<file path="src/rtl/add_sub_result_stage.sv">
// Result stage behind the ripple adder/subtractor: captures sum plus Z/N/C/V flags into a small FIFO.
// Optional sticky overflow register enabled by defining ADDSUB_STICKY_OVF_EN.
module add_sub_result_stage #(
    parameter int WIDTH = 8,
    parameter int DEPTH = 2
) (
    input  logic             clk,
    input  logic             rst_n,
    input  logic             in_valid,
    output logic             in_ready,
    input  logic [WIDTH-1:0] in_a,
    input  logic [WIDTH-1:0] in_b,
    input  logic             in_sub,
    input  logic [WIDTH-1:0] in_s,
    input  logic             in_cout,
    output logic             out_valid,
    input  logic             out_ready,
    output logic [WIDTH-1:0] out_s,
    output logic             out_z,
    output logic             out_n,
    output logic             out_c,
    output logic             out_v
`ifdef ADDSUB_STICKY_OVF_EN
    ,
    input  logic             clr_sticky,
    output logic             sticky_v
`endif
);

    localparam int unsigned AW  = (DEPTH > 1) ? $clog2(DEPTH) : 1;
    localparam int unsigned CW  = $clog2(DEPTH + 1);
    localparam int unsigned MSB = WIDTH - 1;

    logic [WIDTH-1:0] mem_s [DEPTH];
    logic [3:0]       mem_f [DEPTH];
    logic [AW-1:0]    wr_ptr, rd_ptr;
    logic [CW-1:0]    count;

    logic push, pop;
    logic f_z, f_n, f_c, f_v;

    assign in_ready  = (count < CW'(DEPTH));
    assign out_valid = (count != '0);
    assign push      = in_valid && in_ready;
    assign pop       = out_valid && out_ready;

    // Subtract flags use the raw in_b; the adder's cin=1 makes cout a "no borrow" indication.
    always_comb begin
        f_z = (in_s == '0);
        f_n = in_s[MSB];
        f_c = in_sub ? ~in_cout : in_cout;
        if (in_sub)
            f_v = (in_a[MSB] != in_b[MSB]) && (in_s[MSB] != in_a[MSB]);
        else
            f_v = (in_a[MSB] == in_b[MSB]) && (in_s[MSB] != in_a[MSB]);
    end

    always_ff @(posedge clk or negedge rst_n) begin
        if (!rst_n) begin
            wr_ptr <= '0;
            rd_ptr <= '0;
            count  <= '0;
            for (int unsigned i = 0; i < DEPTH; i++) begin
                mem_s[i] <= '0;
                mem_f[i] <= '0;
            end
        end else begin
            if (push) begin
                mem_s[wr_ptr] <= in_s;
                mem_f[wr_ptr] <= {f_z, f_n, f_c, f_v};
                wr_ptr        <= wr_ptr + AW'(1);
            end
            if (pop)
                rd_ptr <= rd_ptr + AW'(1);
            if (push && !pop)
                count <= count + CW'(1);
            else if (pop && !push)
                count <= count - CW'(1);
        end
    end

    assign out_s = mem_s[rd_ptr];
    assign {out_z, out_n, out_c, out_v} = mem_f[rd_ptr];

`ifdef ADDSUB_STICKY_OVF_EN
    // Set takes priority over clear so a coincident overflow is never lost.
    always_ff @(posedge clk or negedge rst_n) begin
        if (!rst_n)
            sticky_v <= 1'b0;
        else if (push && f_v)
            sticky_v <= 1'b1;
        else if (clr_sticky)
            sticky_v <= 1'b0;
    end
`endif

endmodule

</file>
<file path="config.mk">
export PLATFORM = sky130hd
export DESIGN_NAME = add_sub_result_stage
export DESIGN_NICKNAME = d
export VERILOG_FILES = /design/src/rtl/add_sub_result_stage.sv
export SDC_FILE = /design/constraint.sdc
export NUM_CORES = 1
export LEC_CHECK = 0
export ABC_AREA = 1
export BUFFER_PORTS_ARGS = -buffer_cell sky130_fd_sc_hd__buf_4
export CELL_PAD_IN_SITES_DETAIL_PLACEMENT = 0
export CELL_PAD_IN_SITES_GLOBAL_PLACEMENT = 1
export CORE_MARGIN = 4
export CORE_UTILIZATION = 32
export DETAILED_ROUTE_END_ITERATION = 6
export GPL_ROUTABILITY_DRIVEN = 0
export GPL_TIMING_DRIVEN = 0
export HOLD_SLACK_MARGIN = 0.05
export PLACE_DENSITY = 0.83
export RECOVER_POWER = 50
export SLEW_MARGIN = 20
export SYNTH_ARGS = -nofsm -noshare
export SYNTH_HDL_FRONTEND = slang
export SYNTH_SLANG_ARGS = --single-unit
</file>
<file path="constraint.sdc">
create_clock -name clk -period 1.4 [get_ports clk]
set_clock_uncertainty 0.2 [all_clocks]
set_input_delay 0.14 -clock clk [delete_from_list [all_inputs] [get_ports clk]]
set_output_delay 0.14 -clock clk [all_outputs]
set_load 0.05 [all_outputs]
</file>
=== After elaboration in Yosys (flattened, before gate mapping) ===
Cells that the tools add are included.

* Bits in registers: 28
* Output and inout port bits: 14

* Add/sub/neg operators: 4
* $lt $le $gt $ge: 4
* Eq/ne operators: 3
* Muxes and demuxes: 16
* Bitwise logic cells: 3
* Reductions and logical operators: 12

{| class="wikitable"
|+ Operator list
! kind !! number
|-
| 2-to-1 mux 8 bit || 4
|-
| bitwise mux 16 bit || 1
|-
| 2-to-1 mux 4 bit || 4
|-
| bitwise mux 8 bit || 1
|-
| demux 8 bit (select 1 bit) || 1
|-
| logical NOT 8 bit || 1
|-
| logical AND 1 bit || 7
|-
| demux 4 bit (select 1 bit) || 1
|-
| >= comparator 2 bit (second input constant) || 2
|-
| 2-to-1 mux 2 bit || 2
|-
| NOT 1 -> 2 bit || 2
|-
| nonzero test 2 bit || 2
|-
| adder 1 bit (second input constant) || 2
|-
| adder 2 x 1 -> 2 bit (second input constant) || 1
|-
| logical NOT 1 bit || 2
|-
| < comparator 2 x 1 -> 1 bit (second input constant) || 1
|-
| < comparator 2 bit (second input constant) || 1
|-
| 2-to-1 mux 1 bit || 2
|-
| != test 1 bit || 2
|-
| subtractor 2 x 1 -> 2 bit (second input constant) || 1
|-
| == test 1 bit || 1
|-
| NOT 1 bit || 1
|}

=== Logic depth before layout (Yosys ltp) ===
* Depth in word-level cells: 6
* Depth in mapped cells: 8
* Depth with buffers taken out: 8

=== Least setup slack after synthesis ===
No wires, ideal clock.

* Kind: register to register
* Start: register count[1]
* End: register count[1]
* Library setup time: 117 ps
* Arrival: 1673 ps
* Data required time: 1083 ps
* Setup slack: -590 ps
* Stages on the path, launching flop included: 9
* Path buffers: 0
* Period minus slack after synthesis: 1990 ps
* Cell sequence: dfrtp_1 -> inv_2 -> nand2_1 -> nand2_1 -> ha_1 -> inv_1 -> nand3_1 -> nand2_1 -> nand2_1

* Longest elaborated chain between the ends: 5
* Elaborated cells between the ends (all ways): 13
* Those cells by class: add/sub (2); order compare (1); mux (2); reduce/logical (8)

{| class="wikitable"
|+ RTL lines
! item !! RTL line !! RTL
|-
| start: declaration || 37 || <nowiki>logic [CW-1:0] count;</nowiki>
|-
| start signal: assignment || 76 || <nowiki>count <= count + CW'(1);</nowiki>
|-
| start signal: assignment || 78 || <nowiki>count <= count - CW'(1);</nowiki>
|-
| < comparator 2 bit (*) || 42 || <nowiki>assign in_ready = (count < CW'(DEPTH));</nowiki>
|-
| via in_ready || 10 || <nowiki>output logic in_ready,</nowiki>
|-
| logical AND 1 bit (*) || 44 || <nowiki>assign push = in_valid && in_ready;</nowiki>
|-
| logical NOT 1 bit || 77 || <nowiki>else if (pop && !push)</nowiki>
|-
| logical AND 1 bit || 77 ||
|-
| nonzero test 2 bit (no line) || - ||
|}

Mark *: on every way through the listed nets, which the timed path passes. The rest lies on a longest branch. The select of a mux whose other input is x is not followed.
A chain may end at the register's enable or synchronous reset.

=== Worst setup path in the final report ===
* Start: register rd_ptr
* End: output out_s[7]

* Longest elaborated chain between the ends: 4

{| class="wikitable"
|+ RTL lines
! item !! RTL line !! RTL
|-
| start: declaration || 36 || <nowiki>logic [AW-1:0] wr_ptr, rd_ptr;</nowiki>
|-
| start signal: assignment || 74 || <nowiki>rd_ptr <= rd_ptr + AW'(1);</nowiki>
|-
| NOT 1 -> 2 bit (implied by the code) || 82 || <nowiki>assign out_s = mem_s[rd_ptr];</nowiki>
|-
| 2-to-1 mux 8 bit (implied by the code) (3 in a row) || 82 ||
|-
| end: declaration || 18 || <nowiki>output logic [WIDTH-1:0] out_s,</nowiki>
|}

No other way between the ends. The select of a mux whose other input is x is not followed.

==> results.yml <==
worst_setup_path:
  timing.critical_path.fanout_max: 5
  critical_path_required_ps: 1060
  cp-end-kind: "output pin"
  critical-path-max-stage-delay_ps: 420
  cpMostUsedCell: "buf_8"
  cp_cell_sequence: "inv_2 > buf_8 > nand2_4 > nand2_4 > buf_8 > buf_8"
  timing.setup.critical_path_class: "flip-flop to output pin"
  timing.critical_path.slowest_stage_cell: "dfrtp_1"
  crit-reg2reg-launch: "count[1]$_DFFE_PN0P_"
  number_of_cells_on_the_worst_reg_to_reg_path: 7
  worstReg2RegEnd: "count[1]$_DFFE_PN0P_"
  worst-endpoint-arrival_ps: 1250
  startpoint_type: "flip-flop"
  setup.reg_to_reg.worst_slack_ps: -70
clocking:
  tritoncts: "built"
  h-tree-depth: 1
  cts_max_path_buffers: 2
  path_clk_slew_ps: 80
  cts_num_sinks: 26
  worst_skew_pair.late_latency_ps: 260
  cts.hold.buffers_added: 13
  cts-buffers-inserted: 3
  ctsRootBufferMaster: "clkbuf_8"
route:
  drtPass1Iterations: 5
  routed_wl_microns: 2790
  drt_iter0_drc: 69
  detail_route.wl_per_cell_microns: 10.6
  drc_errors: 0
  route.detailed.vias_per_inst: 4.23
  final_antenna_net_count: 0
  vias: 1113
hold_path:
  holdCritStartpoint: "in_valid"
  holdPathStages: 4
  timing.hold.worst_endpoint: "wr_ptr$_DFFE_PN0P_"
  min_path_type: "input port to flip-flop"
sta:
  postLayoutSetupSlackWorst_ps: -187
  timing.final.max_slew_violations: 0
  timing.final.crit_share_pct: 113
  timing.slew.headroom_pct: 57.4
  fin_tns_setup_ps: -1880
  hold_violations: 1
  worst-slew-pin-transition_ps: 639
  timing.final.crit_period_ps: 1590
  fmax_mhz: 630
  fin_hold_ws_ps: -11.0
  setup_viol_count_final: 14
  unrepaired_setup_endpoints_after_global_routing: "yes"
cells_and_area:
  area_delta_synth_final_pct: 50.7
  num-fill-cells: 399
  final_design_area_no_fill_sq_um: 1990
  antenna-diode-count: 0
  most_common_cell_after_layout_fill_and_taps_aside: "nand2_1"
  final_cells: 263
  finish.net_count: 246
  drive_above_1_share_pct: 37.1
  commonest_non_fill_non_tap_cells_in_the_layout: "68 x nand2_1, 26 x dfrtp_1, 22 x buf_4"
floorplan:
  chipHeight_microns: 72.2
  floorplan.rows: 23
  io_pins: 44
  die_area_sq_um: 5210
  die_w_microns: 72.2
  initial_core_util_pct: 32.9
  core_sq_um: 4000
global_routing:
  globalRoute.totalOverflow: 0
  grtUsageTotal_pct: 11.8
  grt_start_max_net_pins: 27
  antenna_found_initial: 0
  grt_pass1_wl_microns: 4760
  number_of_global_route_vias_before_repair: 1061
outcome:
  violated_checks: "hold timing, setup timing"
  outcome: "complete, but fails checks"
logic_synthesis:
  portion_of_the_post_synthesis_area_used_by_sequential_elements_pct: 49.4
  syn-instance-count: 162
  synthesis.area_sq_um: 1320
  postSynthAreaPerCell_sq_um: 8.13
  synth.ff_latch_count: 26
  yosysWarnings: 0
  synth_nets: 193
  synthDistinctLibCells: 20
power_and_ir_drop:
  leakage_nw: 1.03
  pwr_density_cell_nw_per_um2: 2460
  ir_worst_vdd_v: 0.00102
placed_design:
  portBuffers: 29
  place_area_sq_um: 1670
  numPlacedInstances: 241
  hpwl_microns: 1960
flow_run:
  max-cap-violations: 0
[report_power, final]
part,total [mW],internal [mW],switching (mW)
Sequential,1.28,1.08,0.204
Combinational,3.18,1.27,1.91
Clock,0.414,0.193,0.222
Total,4.88,2.54,2.33
[logic make-up after synthesis]
group / Yosys count / synth area share, %
and+or+nand+nor: 89 / 27.9
DFF: 26 / 49.4
buffers and inverters: 25 / 8.93
AOI/OAI and AO/OA: 18 / 10.8
xor gates and xnor gates: 3 / 1.99
adders and majority gates: 1 / 0.950
[critical path, delay by kind of cell, from the launching register on]
kind	cells	cell delay, ps
buffers and inverters	4	460
DFF	1	420
and+or+nand+nor	2	110
[worst max path at each step]
stage | slack, ps | from | depth (start not counted) | endpoint
2_1_floorplan | -100 | count[1]$_DFFE_PN0P_ | 7 | count[1]$_DFFE_PN0P_
3_3_place_gp | -90 | rd_ptr$_DFFE_PN0P_ | 6 | out_s[7]
3_5_place_dp | -100 | rd_ptr$_DFFE_PN0P_ | 6 | out_s[7]
4_1_cts | -220 | rd_ptr$_DFFE_PN0P_ | 6 | out_s[7]
5_1_grt | -240 | rd_ptr$_DFFE_PN0P_ | 6 | out_s[7]
6_report | -190 | rd_ptr$_DFFE_PN0P_ | 6 | out_s[7]
[repair_timing]
action                                  in CTS  in global routing
resized for setup                           25                 10
endpoints found under the setup margin      27                 28
cloned                                       1                  0
pin swaps                                    7                  2
hold endpoints to repair                    50                  1
buffers inserted                             4                  3
[cell type report]
cell class | instances | area [sq um] | area share (%)
inverter | 20 | 92.6 | 4.66
buffer | 3 | 41.3 | 2.08
multi-input combinational | 111 | 636 | 32.0
timing repair buffer | 50 | 462 | 23.3
tap | 50 | 62.6 | 3.15
sequential | 26 | 651 | 32.8
clock buffer | 3 | 41.3 | 2.08
[synth_stat cells (all sizes together)]
cell	number	share of area, %
buf	4	2.6
clkbuf	1	0.28
dfrtp	26	49
ha	1	0.95
inv	20	6.1
nand2	76	22
nand3	5	1.9
nand4	1	0.48
nor2	6	2.8
o21ai	18	11
or2	1	0.48
xnor2	1	0.66
xor2	2	1.3
[stage by stage]
stage	setup slack, ps	utilization [%]	total power, mW
2_1_floorplan	-102	-	3.33
3_3_place_gp	-88.4	41.7	3.96
3_5_place_dp	-102	41.7	4.00
4_1_cts	-220	48.5	4.79
5_1_grt	-241	49.6	5.20
6_report	-187	49.6	4.88
[flip-flops by register name (all words and copies together) (netlist names)]
| register | count |
|---|---|
| rd_ptr | 1 |
| mem_s | 14 |
| count | 2 |
| mem_f | 8 |
| wr_ptr | 1 |
[routing by layer]
layer | track usage, % | vias up | routed length, microns
met4 | 5.64 | 0 | 21
met2 | 20.5 | 20 | 1400
met3 | 1.39 | 2 | 105
met1 | 14.4 | 494 | 1270
li1 | - | 597 | -
met5 | 0 | - | 0
Power figures use the tool's default switching activity.
